[src/rtl/jtcps1_scroll_sched_pkg.sv]
// Shared types and constants for the scroll-layer line scheduler.
package jtcps1_sched_pkg;

  localparam int unsigned NLAYER = 3;
  localparam int unsigned L_SCR1 = 0;
  localparam int unsigned L_SCR2 = 1;
  localparam int unsigned L_SCR3 = 2;

  typedef enum logic [2:0] {
    IDLE,
    SEEK,
    ARM,
    RUN,
    FIN
  } sched_state_e;

  typedef logic [1:0] layer_sel_t;

  // Index of the lowest set bit; L_SCR1 when the mask is empty.
  function automatic layer_sel_t lowest_set(input logic [NLAYER-1:0] m);
    lowest_set = layer_sel_t'(L_SCR1);
    for (int unsigned i = NLAYER; i > 0; i--) begin
      if (m[i-1]) lowest_set = layer_sel_t'(i - 1);
    end
  endfunction

endpackage

[src/rtl/jtcps1_scroll_sched_if.sv]
// Per-layer and shared VRAM/ROM request buses around the scroll scheduler.
interface jtcps1_scroll_sched_if #(
  parameter int unsigned AW_VRAM = 24,
  parameter int unsigned AW_ROM  = 22
);
  import jtcps1_sched_pkg::*;

  logic [NLAYER*AW_VRAM-1:0] l_vram_addr;
  logic [NLAYER-1:0]         l_vram_cs;
  logic [NLAYER-1:0]         l_vram_ok;
  logic [NLAYER*AW_ROM-1:0]  l_rom_addr;
  logic [NLAYER-1:0]         l_rom_cs;
  logic [NLAYER-1:0]         l_rom_ok;
  logic [AW_VRAM-1:0]        vram_addr;
  logic                      vram_cs;
  logic                      vram_ok;
  logic [AW_ROM-1:0]         rom_addr;
  logic                      rom_cs;
  logic                      rom_ok;

  modport master (
    input  l_vram_addr, l_vram_cs, l_rom_addr, l_rom_cs, vram_ok, rom_ok,
    output l_vram_ok, l_rom_ok, vram_addr, vram_cs, rom_addr, rom_cs
  );

  modport slave (
    output l_vram_addr, l_vram_cs, l_rom_addr, l_rom_cs, vram_ok, rom_ok,
    input  l_vram_ok, l_rom_ok, vram_addr, vram_cs, rom_addr, rom_cs
  );

endinterface

[src/rtl/jtcps1_scroll_sched_mux.sv]
// Combinational steering of one shared read port to the selected layer.
module jtcps1_sched_mux
  import jtcps1_sched_pkg::*;
#(
  parameter int unsigned AW = 24
) (
  input  layer_sel_t          sel_i,
  input  logic                run_i,
  input  logic [NLAYER*AW-1:0] l_addr_i,
  input  logic [NLAYER-1:0]   l_cs_i,
  output logic [AW-1:0]       addr_o,
  output logic                cs_o,
  input  logic                ok_i,
  output logic [NLAYER-1:0]   l_ok_o
);

  always_comb begin
    addr_o = '0;
    cs_o   = 1'b0;
    l_ok_o = '0;
    for (int unsigned i = 0; i < NLAYER; i++) begin
      if (sel_i == layer_sel_t'(i)) begin
        addr_o    = l_addr_i[i*AW +: AW];
        cs_o      = l_cs_i[i] & run_i;
        l_ok_o[i] = ok_i & run_i;
      end
    end
  end

endmodule

[src/rtl/jtcps1_scroll_sched.sv]
// Per-line sequencer running scroll1/2/3 in turn over shared VRAM and ROM ports.
// Optional watchdog on ARM/RUN enabled by JTCPS1_SCHED_WATCHDOG_EN.
module jtcps1_scroll_sched
  import jtcps1_sched_pkg::*;
#(
  parameter int unsigned AW_VRAM = 24,
  parameter int unsigned AW_ROM  = 22
`ifdef JTCPS1_SCHED_WATCHDOG_EN
  , parameter int unsigned TIMEOUT = 1024
`endif
) (
  input  logic       clk,
  input  logic       rst,
  input  logic       line_start,
  input  logic [8:0] vrender,
  input  logic [2:0] layer_en,
  output logic [8:0] v,
  output logic [2:0] start,
  input  logic [2:0] done,
  output logic       buf_sel,
  output logic       busy,
  output logic       line_done,
  output logic       overrun,
`ifdef JTCPS1_SCHED_WATCHDOG_EN
  output logic [2:0] wd_err,
`endif
  jtcps1_scroll_sched_if.master bus
);

  sched_state_e      state_q, state_d;
  layer_sel_t        sel_q, sel_d;
  logic [NLAYER-1:0] mask_q, mask_d, ran_q, ran_d;
  logic              pend_q, pend_d;
  logic [8:0]        pend_v_q, pend_v_d;
  logic [NLAYER-1:0] pend_mask_q, pend_mask_d;
  logic [8:0]        v_q, v_d;
  logic              buf_q, buf_d;
  logic [NLAYER-1:0] start_q, start_d;
  logic              busy_q, busy_d;
  logic              ldone_q, ldone_d;
  logic              ovr_q, ovr_d;
  logic              launch, run, wd_hit;
  logic [NLAYER-1:0] remain, sel_oh;
  logic              done_sel;

  assign remain   = mask_q & ~ran_q;
  assign sel_oh   = {{(NLAYER-1){1'b0}}, 1'b1} << sel_q;
  assign done_sel = |(done & sel_oh);

  always_ff @(posedge clk) begin
    if (rst) begin
      state_q     <= IDLE;
      sel_q       <= '0;
      mask_q      <= '0;
      ran_q       <= '0;
      pend_q      <= 1'b0;
      pend_v_q    <= '0;
      pend_mask_q <= '0;
      v_q         <= '0;
      buf_q       <= 1'b0;
      start_q     <= '0;
      busy_q      <= 1'b0;
      ldone_q     <= 1'b0;
      ovr_q       <= 1'b0;
    end else begin
      state_q     <= state_d;
      sel_q       <= sel_d;
      mask_q      <= mask_d;
      ran_q       <= ran_d;
      pend_q      <= pend_d;
      pend_v_q    <= pend_v_d;
      pend_mask_q <= pend_mask_d;
      v_q         <= v_d;
      buf_q       <= buf_d;
      start_q     <= start_d;
      busy_q      <= busy_d;
      ldone_q     <= ldone_d;
      ovr_q       <= ovr_d;
    end
  end

  // A line is launched either from the inputs (IDLE) or from the pending slot,
  // which lets FIN chain straight into SEEK without an IDLE cycle.
  always_comb begin
    state_d     = state_q;
    sel_d       = sel_q;
    mask_d      = mask_q;
    ran_d       = ran_q;
    v_d         = v_q;
    buf_d       = buf_q;
    pend_d      = pend_q;
    pend_v_d    = pend_v_q;
    pend_mask_d = pend_mask_q;
    launch      = 1'b0;
    if (line_start && !pend_q && state_q != IDLE) begin
      pend_d      = 1'b1;
      pend_v_d    = vrender;
      pend_mask_d = layer_en;
    end
    unique case (state_q)
      IDLE: launch = pend_q | line_start;
      SEEK: begin
        if (|remain) begin
          sel_d   = lowest_set(remain);
          state_d = ARM;
        end else begin
          state_d = FIN;
        end
      end
      ARM: begin
        if (wd_hit) begin
          ran_d   = ran_q | sel_oh;
          state_d = SEEK;
        end else if (!done_sel) begin
          state_d = RUN;
        end
      end
      RUN: begin
        if (wd_hit || done_sel) begin
          ran_d   = ran_q | sel_oh;
          state_d = SEEK;
        end
      end
      FIN: begin
        launch  = pend_q;
        state_d = IDLE;
      end
      default: state_d = IDLE;
    endcase
    if (launch) begin
      state_d = SEEK;
      ran_d   = '0;
      buf_d   = ~buf_q;
      pend_d  = 1'b0;
      v_d     = pend_q ? pend_v_q : vrender;
      mask_d  = pend_q ? pend_mask_q : layer_en;
    end
  end

  always_comb begin
    start_d = start_q;
    if (state_q == ARM && state_d == RUN) start_d = sel_oh;
    if ((state_q == ARM || state_q == RUN) && state_d == SEEK) start_d = '0;
    busy_d  = (state_d != IDLE);
    ldone_d = (state_q == FIN);
    ovr_d   = line_start & pend_q;
    run     = (state_q == RUN);
  end

`ifdef JTCPS1_SCHED_WATCHDOG_EN
  localparam int unsigned WDW = (TIMEOUT > 2) ? $clog2(TIMEOUT) : 1;

  logic [WDW-1:0]    wd_cnt_q, wd_cnt_d;
  logic [NLAYER-1:0] wd_err_q, wd_err_d;

  assign wd_hit = (state_q == ARM || state_q == RUN) &&
                  (wd_cnt_q == WDW'(TIMEOUT - 1));

  always_comb begin
    wd_cnt_d = wd_cnt_q;
    wd_err_d = wd_err_q;
    if (state_q == ARM || state_q == RUN) wd_cnt_d = wd_cnt_q + 1'b1;
    if (state_d == ARM && state_q != ARM) wd_cnt_d = '0;
    if (wd_hit) wd_err_d = wd_err_q | sel_oh;
  end

  always_ff @(posedge clk) begin
    if (rst) begin
      wd_cnt_q <= '0;
      wd_err_q <= '0;
    end else begin
      wd_cnt_q <= wd_cnt_d;
      wd_err_q <= wd_err_d;
    end
  end

  assign wd_err = wd_err_q;
`else
  assign wd_hit = 1'b0;
`endif

  assign v         = v_q;
  assign start     = start_q;
  assign buf_sel   = buf_q;
  assign busy      = busy_q;
  assign line_done = ldone_q;
  assign overrun   = ovr_q;

  jtcps1_sched_mux #(.AW(AW_VRAM)) u_vram_mux (
    .sel_i    (sel_q),
    .run_i    (run),
    .l_addr_i (bus.l_vram_addr),
    .l_cs_i   (bus.l_vram_cs),
    .addr_o   (bus.vram_addr),
    .cs_o     (bus.vram_cs),
    .ok_i     (bus.vram_ok),
    .l_ok_o   (bus.l_vram_ok)
  );

  jtcps1_sched_mux #(.AW(AW_ROM)) u_rom_mux (
    .sel_i    (sel_q),
    .run_i    (run),
    .l_addr_i (bus.l_rom_addr),
    .l_cs_i   (bus.l_rom_cs),
    .addr_o   (bus.rom_addr),
    .cs_o     (bus.rom_cs),
    .ok_i     (bus.rom_ok),
    .l_ok_o   (bus.l_rom_ok)
  );

endmodule
[src/flat_wrapper.sv]
// flat-port wrapper written by rule: the top's interface ports become plain ports
module jtcps1_scroll_sched_flat import jtcps1_sched_pkg::*;
#(
  parameter int unsigned AW_VRAM = 24,
  parameter int unsigned AW_ROM  = 22

)
  (clk, rst, line_start, vrender, layer_en, v, start, done, buf_sel, busy, line_done, overrun, bus_l_vram_addr, bus_l_vram_cs, bus_l_rom_addr, bus_l_rom_cs, bus_vram_ok, bus_rom_ok, bus_l_vram_ok, bus_l_rom_ok, bus_vram_addr, bus_vram_cs, bus_rom_addr, bus_rom_cs);
  jtcps1_scroll_sched_if #(.AW_VRAM(AW_VRAM), .AW_ROM(AW_ROM)) bus_i ();
  input  logic clk;
  input  logic rst;
  input  logic line_start;
  input  logic [8:0] vrender;
  input  logic [2:0] layer_en;
  output logic [8:0] v;
  output logic [2:0] start;
  input  logic [2:0] done;
  output logic buf_sel;
  output logic busy;
  output logic line_done;
  output logic overrun;
  input wire logic [$bits(bus_i.l_vram_addr)-1:0] bus_l_vram_addr;
  input wire logic [$bits(bus_i.l_vram_cs)-1:0] bus_l_vram_cs;
  input wire logic [$bits(bus_i.l_rom_addr)-1:0] bus_l_rom_addr;
  input wire logic [$bits(bus_i.l_rom_cs)-1:0] bus_l_rom_cs;
  input wire logic [$bits(bus_i.vram_ok)-1:0] bus_vram_ok;
  input wire logic [$bits(bus_i.rom_ok)-1:0] bus_rom_ok;
  output wire logic [$bits(bus_i.l_vram_ok)-1:0] bus_l_vram_ok;
  output wire logic [$bits(bus_i.l_rom_ok)-1:0] bus_l_rom_ok;
  output wire logic [$bits(bus_i.vram_addr)-1:0] bus_vram_addr;
  output wire logic [$bits(bus_i.vram_cs)-1:0] bus_vram_cs;
  output wire logic [$bits(bus_i.rom_addr)-1:0] bus_rom_addr;
  output wire logic [$bits(bus_i.rom_cs)-1:0] bus_rom_cs;
  assign bus_i.l_vram_addr = bus_l_vram_addr;
  assign bus_i.l_vram_cs = bus_l_vram_cs;
  assign bus_i.l_rom_addr = bus_l_rom_addr;
  assign bus_i.l_rom_cs = bus_l_rom_cs;
  assign bus_i.vram_ok = bus_vram_ok;
  assign bus_i.rom_ok = bus_rom_ok;
  assign bus_l_vram_ok = bus_i.l_vram_ok;
  assign bus_l_rom_ok = bus_i.l_rom_ok;
  assign bus_vram_addr = bus_i.vram_addr;
  assign bus_vram_cs = bus_i.vram_cs;
  assign bus_rom_addr = bus_i.rom_addr;
  assign bus_rom_cs = bus_i.rom_cs;
  jtcps1_scroll_sched #(.AW_VRAM(AW_VRAM), .AW_ROM(AW_ROM)) u_core (.clk(clk), .rst(rst), .line_start(line_start), .vrender(vrender), .layer_en(layer_en), .v(v), .start(start), .done(done), .buf_sel(buf_sel), .busy(busy), .line_done(line_done), .overrun(overrun), .bus(bus_i));
endmodule
[config.mk]
export PLATFORM = sky130hd
export DESIGN_NAME = jtcps1_scroll_sched_flat
export DESIGN_NICKNAME = d
export VERILOG_FILES = /design/src/rtl/jtcps1_scroll_sched_pkg.sv /design/src/rtl/jtcps1_scroll_sched_if.sv /design/src/rtl/jtcps1_scroll_sched_mux.sv /design/src/rtl/jtcps1_scroll_sched.sv /design/src/flat_wrapper.sv
export SDC_FILE = /design/constraint.sdc
export NUM_CORES = 1
export LEC_CHECK = 0
export ABC_AREA = 1
export BUFFER_PORTS_ARGS = -buffer_cell sky130_fd_sc_hd__buf_2
export CORE_AREA = 2 2 91 93
export DETAILED_ROUTE_END_ITERATION = 6
export DIE_AREA = 0 0 93 95
export GPL_TIMING_DRIVEN = 0
export HOLD_SLACK_MARGIN = 0.15
export PLACE_DENSITY_LB_ADDON = 0.1
export SETUP_SLACK_MARGIN = 0.1
export SYNTH_ARGS = -nofsm -noshare
export SYNTH_HDL_FRONTEND = slang
export SYNTH_HIERARCHICAL = 1
export SYNTH_SLANG_ARGS = --single-unit
export TNS_END_PERCENT = 50
[constraint.sdc]
create_clock -name clk -period 4.5 [get_ports clk]
set_input_delay 0.9 -clock clk [delete_from_list [all_inputs] [get_ports clk]]
set_output_delay 0.9 -clock clk [all_outputs]
set_load 0.005 [all_outputs]
==> flow_summary_export.csv <==
group,metric,value,unit
placed_design,hpwl,8570,um
critical_path,r2r-start,"u_core/sel_q[1]",
placed_design,dp_cells,785,
synth,netlist_instances,448,
clock_network,clockRootBuffer,"clkbuf_8",
floorplan,ioPinCount,234,
sta,tightest_slew,0.799,ns
critical_path,required,3.60,ns
clock_network,clk_latency,0.30,ns
cells_and_area,n_fill_cell,811,
critical_path,path_common_cell,"nand2_1",
critical_path,crit_end,"bus_l_rom_ok[0]",
global_route,grt_max_degree,16,
synth,synth_top_cell_by_area,"dfxtp_1",
cells_and_area,fin_util,55.1,%
status,outcome,"finished clean",
min_path,hold_class,"flip-flop to flip-flop",
route,drtAntennaViolNets,0,
synth,ys.flop_type,"dfxtp_1",
critical_path,cpLargestDelayFamily,"simple AND/OR/NAND/NOR gates",
clock_network,numCtsBuffers,5,
route,wl_per_cell,13.6,um
critical_path,critPathCaptureType,"output port",
critical_path,critical_path_buf_inv_count,2,
route,routed_wl,10800,um
floorplan,core,7930,um^2
placed_design,placed_area,4210,um^2
clock_network,holdBufCountCts,0,
synth,yosys-top-cells-area,"dfxtp_1 (27%), nand2_1 (17%), nand3_1 (14%)",
route,drc,0,
placed_design,portBuffers,232,
sta,finalMaxSlewViolations,0,
sta,period_share,63.1,%
critical_path,cpMaxStageDelayCell,"nor2_1",
cells_and_area,fin_cells,795,
critical_path,max_stage_delay,0.61,ns
power_and_ir_drop,p_leak,0.00233,uW
synth,yosysTopAreaCellShare,27.5,%
route,vias,3832,
floorplan,fp.dieW,93,um
global_route,grt_pass1_vias,3369,
critical_path,rrSetupSlack,2.80,ns
sta,max_freq,0.352,GHz
power_and_ir_drop,p_per_area,315,nW/um^2
floorplan,initial_core_util,36.8,%
route,dr.pass1.iters,4,
clock_network,path_clk_slew,0.07,ns
global_route,grt-ovfl-total,0,
synth,syn_nets,612,
sta,fin_crit,2.84,ns
cells_and_area,layout-drive-gt1-share,46.9,%
sta,setup_viol,0,
cells_and_area,areaGrowthSynthToFinish,50.0,%
synth,yosysWarnings,6,
critical_path,worstPathCellList,"inv_1 > nand2_1 > nor2_1 > nand2_1 > nor3_1 > buf_2",
critical_path,cp.depth,6,
sta,rsz0062_at_grt,"false",
synth,synth_area,2910,um^2
sta,slew_headroom,46.5,%
critical_path,reg2regPathDepth,6,
route,vias_per_cell,4.82,
synth,synthArstFlopShare,0,%
clock_network,cts_resized,0,
synth,yosysSeqAreaShare,27.5,%
critical_path,critical_path_class,"flip-flop to output port",
synth,avgSynthCellArea,6.50,um^2
clock_network,post_cts_buffers,0,
synth,ys_ff_latch,40,
synth,synth-edff-count,0,
global_route,track_usage,22.1,%
floorplan,die_y,95,um
flow_run,maxCapViolations,0,
clock_network,cts_buffer_depth,2,
clock_network,cts-htree-levels,2,
critical_path,worstSetupStartpointType,"flip-flop",
clock_network,tritoncts,"built",
power_and_ir_drop,ir_drop,0.279,mV
sta,finalHoldViolations,0,
clock_network,cts_num_sinks,40,
critical_path,r2r_end,"u_core/start[0]",
global_route,antenna_found_initial,1,
sta,whs,0.452,ns
floorplan,fp.dieArea,8840,um^2
sta,finalClockSkew,0.00480,ns
critical_path,crit_fanout,11,
sta,tns,0,ns
critical_path,arrival,1.94,ns
cells_and_area,final_area,4370,um^2
global_route,grt_pass1_wl,15700,um
placed_design,place_congestion,0.861,
critical_path,crit_start,"u_core/state_q[2]",
route,drt_iter0_drc,157,
floorplan,rows,33,
synth,synth_cell_type_count,29,
cells_and_area,nNetsFinal,851,
[registers in the layout, summed over array words and instances (netlist names)]
register            flops
u_core/pend_v_q         9
u_core/v                9
u_core/mask_q           3
u_core/pend_mask_q      3
u_core/ran_q            3
u_core/start            3
u_core/state_q          3
u_core/sel_q            2
u_core/buf_sel          1
u_core/busy             1
u_core/line_done        1
u_core/overrun          1
u_core/pend_q           1
[per-stage QoR]
stage	setup WS, ns	total power (uW)
2_1_floorplan	2.39	751
3_3_place_gp	2.03	970
3_5_place_dp	1.99	978
4_1_cts	1.65	1380
5_1_grt	1.45	1470
6_report	1.66	1380
[cells in the mapped netlist (7+ instances only)]
| master | n |
|---|---|
| nand2_1 | 129 |
| nand3_1 | 81 |
| dfxtp_1 | 40 |
| nor2_1 | 36 |
| nand2_2 | 21 |
| nand3_2 | 20 |
| inv_1 | 18 |
| o21ai_0 | 18 |
| a21oi_1 | 14 |
| buf_2 | 13 |
| nor3_1 | 8 |
| a31oi_1 | 7 |
[cell families (layout without fill, tap and decap cells)]
family	after synthesis	count (layout)	share of synthesized area (%)
other	0	2	0
buffers and inverters	50	290	9.88
AND/OR/NAND/NOR	306	306	51.6
flip-flops	40	40	27.5
AO/OA/AOI/OAI	52	52	11.0
[power by group]
part / total [uW] / switching [uW] / leakage (uW) / internal [uW]
sequential: 440 / 32.7 / 0.000328 / 408
combinational: 530 / 293 / 0.00192 / 238
clock: 408 / 130 / 0.0000784 / 277
[worst min-delay path by stage]
| stage | endpoint | cells after the start | slack [ns] | from |
|---|---|---|---|---|
| after CTS | u_core/buf_sel | 1 | 0.46 | u_core/buf_sel |
| after floorplan | u_core/ran_q[0] | 2 | 0.43 | u_core/ran_q[0] |
| after detailed placement | u_core/buf_sel | 1 | 0.45 | u_core/buf_sel |
| after global placement | u_core/buf_sel | 1 | 0.43 | u_core/buf_sel |
| final | u_core/buf_sel | 1 | 0.45 | u_core/buf_sel |
| after global routing | u_core/buf_sel | 1 | 0.48 | u_core/buf_sel |
[routing by layer]
metal	up-vias	track usage [%]	wire (um)	share of wire, %
met5	-	0	0	0
met4	0	7.23	206	1.9
met3	17	6.94	1030	9.6
met2	156	38.2	5240	49
met1	1691	26.1	4310	40
li1	1968	-	-	-
[cell usage in the layout (no fill, tap or decap), types with 2 or more instances in the layout]
cell and count:
inv_2 4, clkbuf_1 2, dfxtp_1 40, nand4_1 4, a31oi_1 7, bufinv_16 3, o21ai_1 6, diode_2 2
clkbuf_8 5, nor2_1 36, a31oi_2 5, a21oi_1 14, buf_2 245, buf_4 3, nand2_1 129, buf_12 2
o21ai_0 18, nand3_2 20, nand3_1 81, nor3_1 8, buf_6 5, inv_1 18, buf_1 2, nand2_2 21
nor2_4 3
[final cells by class]
| type | instances | area, um^2 | share of cell area (%) |
|---|---|---|---|
| repair buffers | 232 | 1160 | 26.6 |
| plain buffers | 27 | 199 | 4.55 |
| flip-flops and latches | 40 | 801 | 18.3 |
| well taps | 105 | 131 | 3.01 |
| clock inverters | 3 | 90.1 | 2.06 |
| diodes | 2 | 5.00 | 0.115 |
| multi-input cells | 358 | 1830 | 41.8 |
| inverters | 23 | 88.8 | 2.03 |
| clock buffers | 5 | 68.8 | 1.57 |
(Power assumes the default switching activity.)
